**config.mk**
```make
export PLATFORM = sky130hd
export DESIGN_NAME = ycr_sleep_ctrl
export DESIGN_NICKNAME = d
export VERILOG_FILES = /design/src/rtl/ycr_pm_pkg.sv /design/src/rtl/ycr_ost_cnt.sv /design/src/rtl/ycr_sleep_ctrl.sv
export SDC_FILE = /design/constraint.sdc
export NUM_CORES = 1
export LEC_CHECK = 0
export CAP_MARGIN = 15
export CORE_MARGIN = 2
export CORE_UTILIZATION = 32
export CTS_CLUSTER_SIZE = 8
export DETAILED_ROUTE_END_ITERATION = 10
export PLACE_DENSITY = 0.61
export SLEW_MARGIN = 20
export SYNTH_ARGS = -nofsm -noshare
export SYNTH_HDL_FRONTEND = slang
export SYNTH_HIERARCHICAL = 1
export SYNTH_SLANG_ARGS = --single-unit
```
**constraint.sdc**
```tcl
create_clock -name clk_in -period 2.4 [get_ports clk_in]
set_input_delay 0.6 -clock clk_in [delete_from_list [all_inputs] [get_ports clk_in]]
set_output_delay 0.6 -clock clk_in [all_outputs]
set_load 0.02 [all_outputs]
```
**src/rtl/ycr_pm_pkg.sv**
```systemverilog
// ---------------------------------------------------------------------------
// ycr_pm_pkg
// Shared power-management definitions for the sleep controller:
//   - pm_state_e     : controller state encoding (RUN, DRAIN, SLEEP, WAKE)
//   - CAUSE_*        : wake_cause codes reported to software
//   - wake_cause_enc : maps the wake sources active in one cycle to a code
// ---------------------------------------------------------------------------
package ycr_pm_pkg;

  typedef enum logic [1:0] {
    ST_RUN   = 2'b00,
    ST_DRAIN = 2'b01,
    ST_SLEEP = 2'b10,
    ST_WAKE  = 2'b11
  } pm_state_e;

  localparam logic [1:0] CAUSE_NONE = 2'b00;
  localparam logic [1:0] CAUSE_TMR  = 2'b01;
  localparam logic [1:0] CAUSE_EXT  = 2'b10;
  localparam logic [1:0] CAUSE_BOTH = 2'b11;

  // Record every wake source that was active in the wake cycle.
  function automatic logic [1:0] wake_cause_enc(input logic tmr_hit, input logic ext_hit);
    logic [1:0] cause;
    case ({ext_hit, tmr_hit})
      2'b01:   cause = CAUSE_TMR;
      2'b10:   cause = CAUSE_EXT;
      2'b11:   cause = CAUSE_BOTH;
      default: cause = CAUSE_NONE;
    endcase
    return cause;
  endfunction

endpackage

```
**src/rtl/ycr_ost_cnt.sv**
```systemverilog
// ---------------------------------------------------------------------------
// ycr_ost_cnt
// Outstanding bus-transaction counter. Counts up on inc alone, down on dec
// alone, holds when both or neither are set. Saturates at all-ones; a
// decrement at zero holds zero and sets a sticky underflow error.
// Ports:
//   clk_in  - free-running clock
//   reset   - synchronous active-high reset
//   inc     - transaction issued
//   dec     - transaction completed
//   count   - current outstanding count (registered)
//   err     - sticky underflow error (registered)
// ---------------------------------------------------------------------------
module ycr_ost_cnt #(
  parameter int OST_W = 4
) (
  input  logic             clk_in,
  input  logic             reset,
  input  logic             inc,
  input  logic             dec,
  output logic [OST_W-1:0] count,
  output logic             err
);

  logic [OST_W-1:0] count_r;
  logic             err_r;

  // Saturating up/down counter with sticky underflow flag.
  always_ff @(posedge clk_in) begin
    if (reset) begin
      count_r <= '0;
      err_r   <= 1'b0;
    end else if (inc && !dec) begin
      if (count_r != '1) begin
        count_r <= count_r + OST_W'(1);
      end
    end else if (dec && !inc) begin
      if (count_r != '0) begin
        count_r <= count_r - OST_W'(1);
      end else begin
        err_r <= 1'b1;
      end
    end
  end

  assign count = count_r;
  assign err   = err_r;

endmodule

```
**src/rtl/ycr_sleep_ctrl.sv**
```systemverilog
// ---------------------------------------------------------------------------
// ycr_sleep_ctrl
// Core sleep controller. A software sleep request drains outstanding bus
// traffic, then parks the core in SLEEP (dst_idle high) until the wake timer
// expires or an external wake arrives, then raises a fixed-length wake IRQ.
// A drain that never completes is abandoned after DRN_TO cycles.
// Ports:
//   clk_in, reset            - free-running clock, synchronous active-high reset
//   slp_req                  - one-cycle sleep request (honoured only in RUN)
//   cfg_tmr_en, cfg_wake_tmr - timer wake enable and sleep duration
//   bus_req, bus_rsp         - bus transaction issue / completion strobes
//   ext_wake                 - synchronised external wake level
//   dst_idle                 - high exactly while in SLEEP
//   irq_wake                 - IRQ_STR-cycle wake pulse
//   wake_cause               - sources of the last wake (see ycr_pm_pkg)
//   slp_abort                - one-cycle pulse on drain timeout
//   ost_err                  - sticky response-without-request error
// ---------------------------------------------------------------------------
module ycr_sleep_ctrl
  import ycr_pm_pkg::*;
#(
  parameter int TMR_W   = 16,
  parameter int OST_W   = 4,
  parameter int IRQ_STR = 4,
  parameter int DRN_TO  = 255
) (
  input  logic             clk_in,
  input  logic             reset,
  input  logic             slp_req,
  input  logic             cfg_tmr_en,
  input  logic [TMR_W-1:0] cfg_wake_tmr,
  input  logic             bus_req,
  input  logic             bus_rsp,
  input  logic             ext_wake,
  output logic             dst_idle,
  output logic             irq_wake,
  output logic [1:0]       wake_cause,
  output logic             slp_abort,
  output logic             ost_err
);

  localparam int               DRN_W    = $clog2(DRN_TO + 1);
  localparam logic [DRN_W-1:0] DRN_LIM  = DRN_W'(DRN_TO);
  localparam logic [3:0]       IRQ_LAST = 4'(IRQ_STR - 1);

  pm_state_e        state_r;
  logic [DRN_W-1:0] drn_cnt_r;
  logic [TMR_W-1:0] tmr_r;
  logic [3:0]       irq_cnt_r;
  logic             dst_idle_r;
  logic             irq_wake_r;
  logic [1:0]       wake_cause_r;
  logic             slp_abort_r;

  logic [OST_W-1:0] ost_cnt_s;
  logic             ost_err_s;
  logic [DRN_W-1:0] drn_inc_s;
  logic             tmr_exp_s;
  logic             wake_s;

  ycr_ost_cnt #(
    .OST_W (OST_W)
  ) u_ost_cnt (
    .clk_in (clk_in),
    .reset  (reset),
    .inc    (bus_req),
    .dec    (bus_rsp),
    .count  (ost_cnt_s),
    .err    (ost_err_s)
  );

  assign drn_inc_s = drn_cnt_r + DRN_W'(1);
  // A loaded value of 0 counts as already expired, so it wakes on the first
  // SLEEP cycle just like the value-1 case.
  assign tmr_exp_s = cfg_tmr_en && (tmr_r <= TMR_W'(1));
  assign wake_s    = tmr_exp_s || ext_wake;

  // Controller FSM with all outputs registered alongside the state.
  always_ff @(posedge clk_in) begin
    if (reset) begin
      state_r      <= ST_RUN;
      drn_cnt_r    <= '0;
      tmr_r        <= '0;
      irq_cnt_r    <= 4'd0;
      dst_idle_r   <= 1'b0;
      irq_wake_r   <= 1'b0;
      wake_cause_r <= CAUSE_NONE;
      slp_abort_r  <= 1'b0;
    end else begin
      slp_abort_r <= 1'b0;
      case (state_r)
        ST_RUN: begin
          if (slp_req) begin
            state_r   <= ST_DRAIN;
            drn_cnt_r <= '0;
          end
        end
        ST_DRAIN: begin
          // Sleep wins over abort if both happen in the same cycle.
          if ((ost_cnt_s == '0) && !bus_req) begin
            state_r      <= ST_SLEEP;
            drn_cnt_r    <= '0;
            tmr_r        <= cfg_wake_tmr;
            wake_cause_r <= CAUSE_NONE;
            dst_idle_r   <= 1'b1;
          end else if (drn_inc_s == DRN_LIM) begin
            state_r     <= ST_RUN;
            drn_cnt_r   <= '0;
            slp_abort_r <= 1'b1;
          end else begin
            drn_cnt_r <= drn_inc_s;
          end
        end
        ST_SLEEP: begin
          if (cfg_tmr_en && (tmr_r != '0)) begin
            tmr_r <= tmr_r - TMR_W'(1);
          end
          if (wake_s) begin
            state_r      <= ST_WAKE;
            dst_idle_r   <= 1'b0;
            irq_wake_r   <= 1'b1;
            irq_cnt_r    <= 4'd0;
            wake_cause_r <= wake_cause_enc(tmr_exp_s, ext_wake);
          end
        end
        ST_WAKE: begin
          if (irq_cnt_r == IRQ_LAST) begin
            state_r    <= ST_RUN;
            irq_wake_r <= 1'b0;
          end else begin
            irq_cnt_r <= irq_cnt_r + 4'd1;
          end
        end
        default: begin
          state_r    <= ST_RUN;
          dst_idle_r <= 1'b0;
          irq_wake_r <= 1'b0;
        end
      endcase
    end
  end

  assign dst_idle   = dst_idle_r;
  assign irq_wake   = irq_wake_r;
  assign wake_cause = wake_cause_r;
  assign slp_abort  = slp_abort_r;
  assign ost_err    = ost_err_s;

endmodule

```
Word level (Yosys, flattened, before mapping)

Index checks and enable logic that the tools add are counted.

Add/sub/neg operators: 5
Order comparisons: 1
Equal/unequal tests: 17
Muxes and demuxes: 31
Bitwise logic cells: 3
Reductions and logical operators: 26

Operators by type and width:

| cell                                                  | count |
|---|---|
| two-way mux 16 bit                                    | 2 |
| one-hot mux 16 bit (2 select lines)                   | 1 |
| two-way mux 4 bit                                     | 6 |
| two-way mux 8 bit                                     | 3 |
| AND reduction 3 bit                                   | 6 |
| <= comparator 16 x 1 -> 1 bit (second input constant) | 1 |
| one-hot mux 8 bit (2 select lines)                    | 1 |
| nonzero test 16 bit                                   | 1 |
| subtractor 16 x 1 -> 16 bit (second input constant)   | 1 |
| two-way mux 2 bit                                     | 7 |
| != test 2 bit (second input constant)                 | 7 |
| nonzero test 2 bit                                    | 5 |
| adder 4 x 1 -> 4 bit (second input constant)          | 2 |
| adder 8 x 1 -> 8 bit (second input constant)          | 1 |
| equality test 2 bit (second input constant)           | 4 |
| equality test 8 bit (second input constant)           | 1 |
| one-hot mux 2 bit (4 select lines)                    | 1 |
| one-hot mux 4 bit (2 select lines)                    | 1 |
| one-hot mux 2 bit (3 select lines)                    | 1 |
| logical AND 1 bit                                     | 5 |
| two-way mux 1 bit                                     | 5 |
| equality test 2 x 1 -> 1 bit (second input constant)  | 2 |
| equality test 4 x 2 -> 1 bit (second input constant)  | 1 |
| zero test 4 bit                                       | 1 |
| 13 further kinds                                      | 17 |

Register bits: 40
Bits of input ports: 23
Output and inout port bits: 6
Logic and storage cells: 93

Logic depth before layout (Yosys ltp)

Depth in word-level cells: 6
Gate-level depth with buffers: 9
Gate-level depth less buffers: 8

Cells and area by module

Netlist, hierarchy kept.

By module, submodules not included:

| module         | times used | cells an instance | area an instance (sq um) | sequential area each (sq um) |
|---|---|---|---|---|
| ycr_sleep_ctrl | 1          | 285               | 2157.1                   | 700.7 |
| ycr_ost_cnt    | 1          | 39                | 366.6                    | 100.1 |

Worst setup path before layout

Ideal clock, no wire load.

Kind: input -> register
Start: input bus_req
End: register tmr_r[6]
Library setup time: 0.116 ns
Arrival: 2.024 ns
Data required time: 2.284 ns
Path slack: 0.260 ns
Stages on the path: 7
Path buffers: 2
Cells stage by stage: or4_4 -> or3_1 -> buf_2 -> o21ai_2 -> buf_6 -> nand2_1 -> a31o_2

Cells in the longest elaborated chain, start to end: 4

RTL lines:

| what                                 | line                  | source |
|---|---|---|
| from (decl)                          | ycr_sleep_ctrl.sv:32  | `input logic bus_req,` |
| zero test 1 bit                      | ycr_sleep_ctrl.sv:100 | `if ((ost_cnt_s == '0) && !bus_req) begin` |
| logical AND 1 bit                    | ycr_sleep_ctrl.sv:100 |  |
| != test 2 bit (no source line)       | -                     |  |
| AND reduction 3 bit (no source line) | -                     |  |
| to (signal assigned)                 | ycr_sleep_ctrl.sv:103 | `tmr_r <= cfg_wake_tmr;` |
| to (signal assigned)                 | ycr_sleep_ctrl.sv:116 | `tmr_r <= tmr_r - TMR_W'(1);` |
| to (decl)                            | ycr_sleep_ctrl.sv:48  | `logic [TMR_W-1:0] tmr_r;` |

No other way between the ends.
A chain may end at the register's enable or synchronous reset.

Worst setup path after layout

Start: input bus_req
End: register u_ost_cnt.count_r[3] (netlist: u_ost_cnt/count[3])

Cells in the longest elaborated chain, start to end: 4
Elaborated cells between the ends (all ways): 8
Classes of those cells: eq/ne: 1; mux: 1; reduce/logical: 6

RTL lines:

| what                                 | line              | source |
|---|---|---|
| zero test 1 bit                      | ycr_ost_cnt.sv:37 | `end else if (dec && !inc) begin` |
| logical AND 1 bit                    | ycr_ost_cnt.sv:37 |  |
| nonzero test 2 bit (no source line)  | -                 |  |
| AND reduction 3 bit (no source line) | -                 |  |
| to (signal assigned)                 | ycr_ost_cnt.sv:35 | `count_r <= count_r + OST_W'(1);` |
| to (signal assigned)                 | ycr_ost_cnt.sv:39 | `count_r <= count_r - OST_W'(1);` |
| to (decl)                            | ycr_ost_cnt.sv:25 | `logic [OST_W-1:0] count_r;` |

Several ways; a longest one is shown, not always the timed one.

==> results.md <==
* DP Cell Count at 457
* Worst-Skew Late Latency at 0.30 ns
* Vias in the first global route at 2343
* Post-Layout Cell Count at 465
* Syn Area/Cell at 7.79 µm²
* Asr flop ratio synth at 0
* Crit path max fanout at 3
* Layout Nets at 395
* Post-route cell area at 3110 µm²
* Sequential element share of the synthesized area at 0.317
* Fin. Hold Viols at 0
* Warning count from the yosys run at 6
* Core region area at 7690 µm²
* Top cell type's share of synthesized area at 0.317
* Initial antenna violation count at 0
* Fin crit share at 0.954
* Number of cells on the worst hold path at 2
* Slew Limit Fails at 0
* Mapped Area at 2520 µm²
* Std cell rows at 32
* GR Util All Layers at 0.152
* Top FF cell, synth: dfxtp_1
* Fill count at 821
* Tightest Pin Transition at 0.532 ns
* Largest net degree at the start of global routing at 34
* Worst-case reg-to-reg path depth at 7
* Worst Hold Slack at 0.473 ns
* Gpl congestion at 0.788
* Sw Ratio at 0.406
* Post-synth cell types at 64
* Starting density of the core at 0.328
* Drt via density at 5.28
* Post-Syn Instances at 324
* Worst hold path type: flop to flop
* Area of the multi-input gates at 1590 µm²
* RSZ-0062 raised after global routing: no
* CP arrival at 2.48 ns
* H-tree Lvls at 2
* Io pins at 29
* Hold Path End: tmr_r[1]$_SDFFE_PP0P_
* Switching power total at 1.09 mW
* Worst Setup Path Type: input port to flop
* Maxcap violations at 0
* ANT cells at 0
* Clock transition at path regs at 0.08 ns
* Most frequent cells in the layout: nand2_1, dfxtp_1, a21oi_1, clkdlybuf4s50_1, nor2_1
* Static leakage at 1.18 nW
* R2r setup slk at 0.22 ns
* Setup violators final at 0
* PostCTS Resize Cnt at 0
* Flop pwr share at 0.335
* Post-Route Utilization at 0.405
* CTS max path bufs at 2
* Pwr dens at 866 nW/µm²
* Tmin final at 2.29 ns
* Hpwl dp at 4510 µm
* WL/cell at 13.4 µm
* Relative max-transition margin at 0.644
* GRT overflow at 0
* Hold Buf Count CTS at 0
* Post-DRT Antenna Nets at 0
* Worst IR Drop VDD at 0.282 mV
* FF+latch count, synth at 40
* CTS buffer count at 5
* Mapped Nets at 357
* Die Y at 92.8 µm
* Reg area at 801 µm²
* Clock Power Share at 0.180
* First-pass GRT wire length at 10700 µm
* Reg2reg end: tmr_r[8]$_SDFFE_PP0P_
* Achievable Freq at 0.437 GHz
* CP endpoint kind: flop
* Area delta synth->final at 23.3%
* Skew final at 0.0120 ns
* Cell Int Power at 1.60 mW
* Post-synth top area cell: dfxtp_1
* Detailed-route via count at 2455
* EDFF count, synth at 0
* Result of the run: complete, no violations
* Comb power frac at 0.486
* R2R Path Start: tmr_r[0]$_SDFFE_PP0P_
* Hold Crit Start: tmr_r[1]$_SDFFE_PP0P_
* Clock sinks at 40
* CTS root buffer: clkbuf_8
* Req. time, crit path at 2.59 ns
* Ratio of cells with drive above 1 in the final layout at 0.140
* Placed cell area at 3000 µm²
* Die Footprint at 8610 µm²
* Most common cell after layout, fill and taps aside: nand2_1
* Post-CTS setup buffers at 0
* Die Wd at 92.8 µm
* Drt initial violations at 73
* Pre-antenna DRT Iters at 4
* Total Routed Length at 6220 µm
* Synth area leaders: dfxtp_1, nand2_1, a21oi_1
* DRC at 0
* TritonCTS clock tree: built
* Buffers added on ports at 28
* CP startpoint kind: input port
-- cells by family (layout without fill, tap and decap cells) --
family | after synthesis | count (layout) | synth area share
adders and majority gates | 10 | 10 | 0.0526
DFF | 40 | 40 | 0.317
AOI/OAI and AO/OA | 106 | 106 | 0.285
buffers and inverters | 33 | 72 | 0.0600
xor gates and xnor gates | 3 | 3 | 0.0104
muxes | 3 | 3 | 0.0139
and+or+nand+nor | 129 | 129 | 0.261
-- critical path, stage by stage --
cell	delay [ns]
clkdlybuf4s50_1	0.50
ha_2	0.20
inv_1	0.07
ha_1	0.31
a21oi_1	0.19
and3_1	0.18
o21ba_1	0.14
mux2_4	0.30
-- per-layer routing --
metal,up-vias,part of all wire,global-route usage
met5,-,0,0
met2,31,0.48,0.261
li1,1253,-,-
met4,0,0.011,0.0502
met1,1164,0.48,0.189
met3,7,0.033,0.0301
-- power groups by stage --
stage               Clock (mW)  Sequential, mW  Combinational, mW
floorplan                    0           0.878              0.936
global placement             0           0.915               1.28
detailed placement           0           0.916               1.29
CTS                      0.498           0.900               1.30
global route             0.526           0.924               1.46
finish                   0.484           0.901               1.31
-- through the flow --
step	setup TNS (ns)	total power, mW	setup slack, ns
final	0	2.69	0.109
after global routing	0	2.91	0.0159
after CTS	0	2.70	0.0332
after detailed placement	-3.86	2.21	-0.274
after global placement	-3.21	2.20	-0.240
after floorplan	0	1.81	0.260
-- state kept, by name (all words and copies together), names as in the netlist, named ones only --
register and cells:
drn_cnt_r 8, u_ost_cnt/err 1, state_r 1, wake_cause 2
slp_abort 1, dst_idle 1, irq_cnt_r 4, tmr_r 16
irq_wake 1, u_ost_cnt/count 4
-- worst max path at each step --
stage | start | end | slack, ns | cells past startpoint
after floorplan | bus_req | tmr_r[6]$_SDFFE_PP0P_ | 0.26 | 7
after global placement | bus_req | tmr_r[0]$_SDFFE_PP0P_ | -0.24 | 6
after detailed placement | bus_req | tmr_r[0]$_SDFFE_PP0P_ | -0.27 | 6
after CTS | bus_req | tmr_r[0]$_SDFFE_PP0P_ | 0.03 | 6
after global routing | bus_req | u_ost_cnt/count[3]$_SDFFE_PP0P_ | 0.02 | 8
final | bus_req | u_ost_cnt/count[3]$_SDFFE_PP0P_ | 0.11 | 8
-- area by class of cell --
cell class              instances  share of cell area
well taps                     102              0.0410
repair buffers                 50               0.143
clock inverters                 2             0.00322
multi-input cells             251               0.512
clock buffers                   6              0.0265
flip-flops and latches         40               0.257
inverters                      14              0.0169
-- synthesized netlist by cell type (all sizes together) (4+ instances only) --
cell / number
a21oi: 28
buf: 7
clkbuf: 12
dfxtp: 40
ha: 9
inv: 14
nand2: 41
nand2b: 4
nand3: 11
nor2: 27
nor3: 11
o211ai: 6
o21a: 5
o21ai: 31
o31ai: 4
or2: 4
or3: 7
or4: 4
Note: power is estimated with default switching activity, not from simulation.
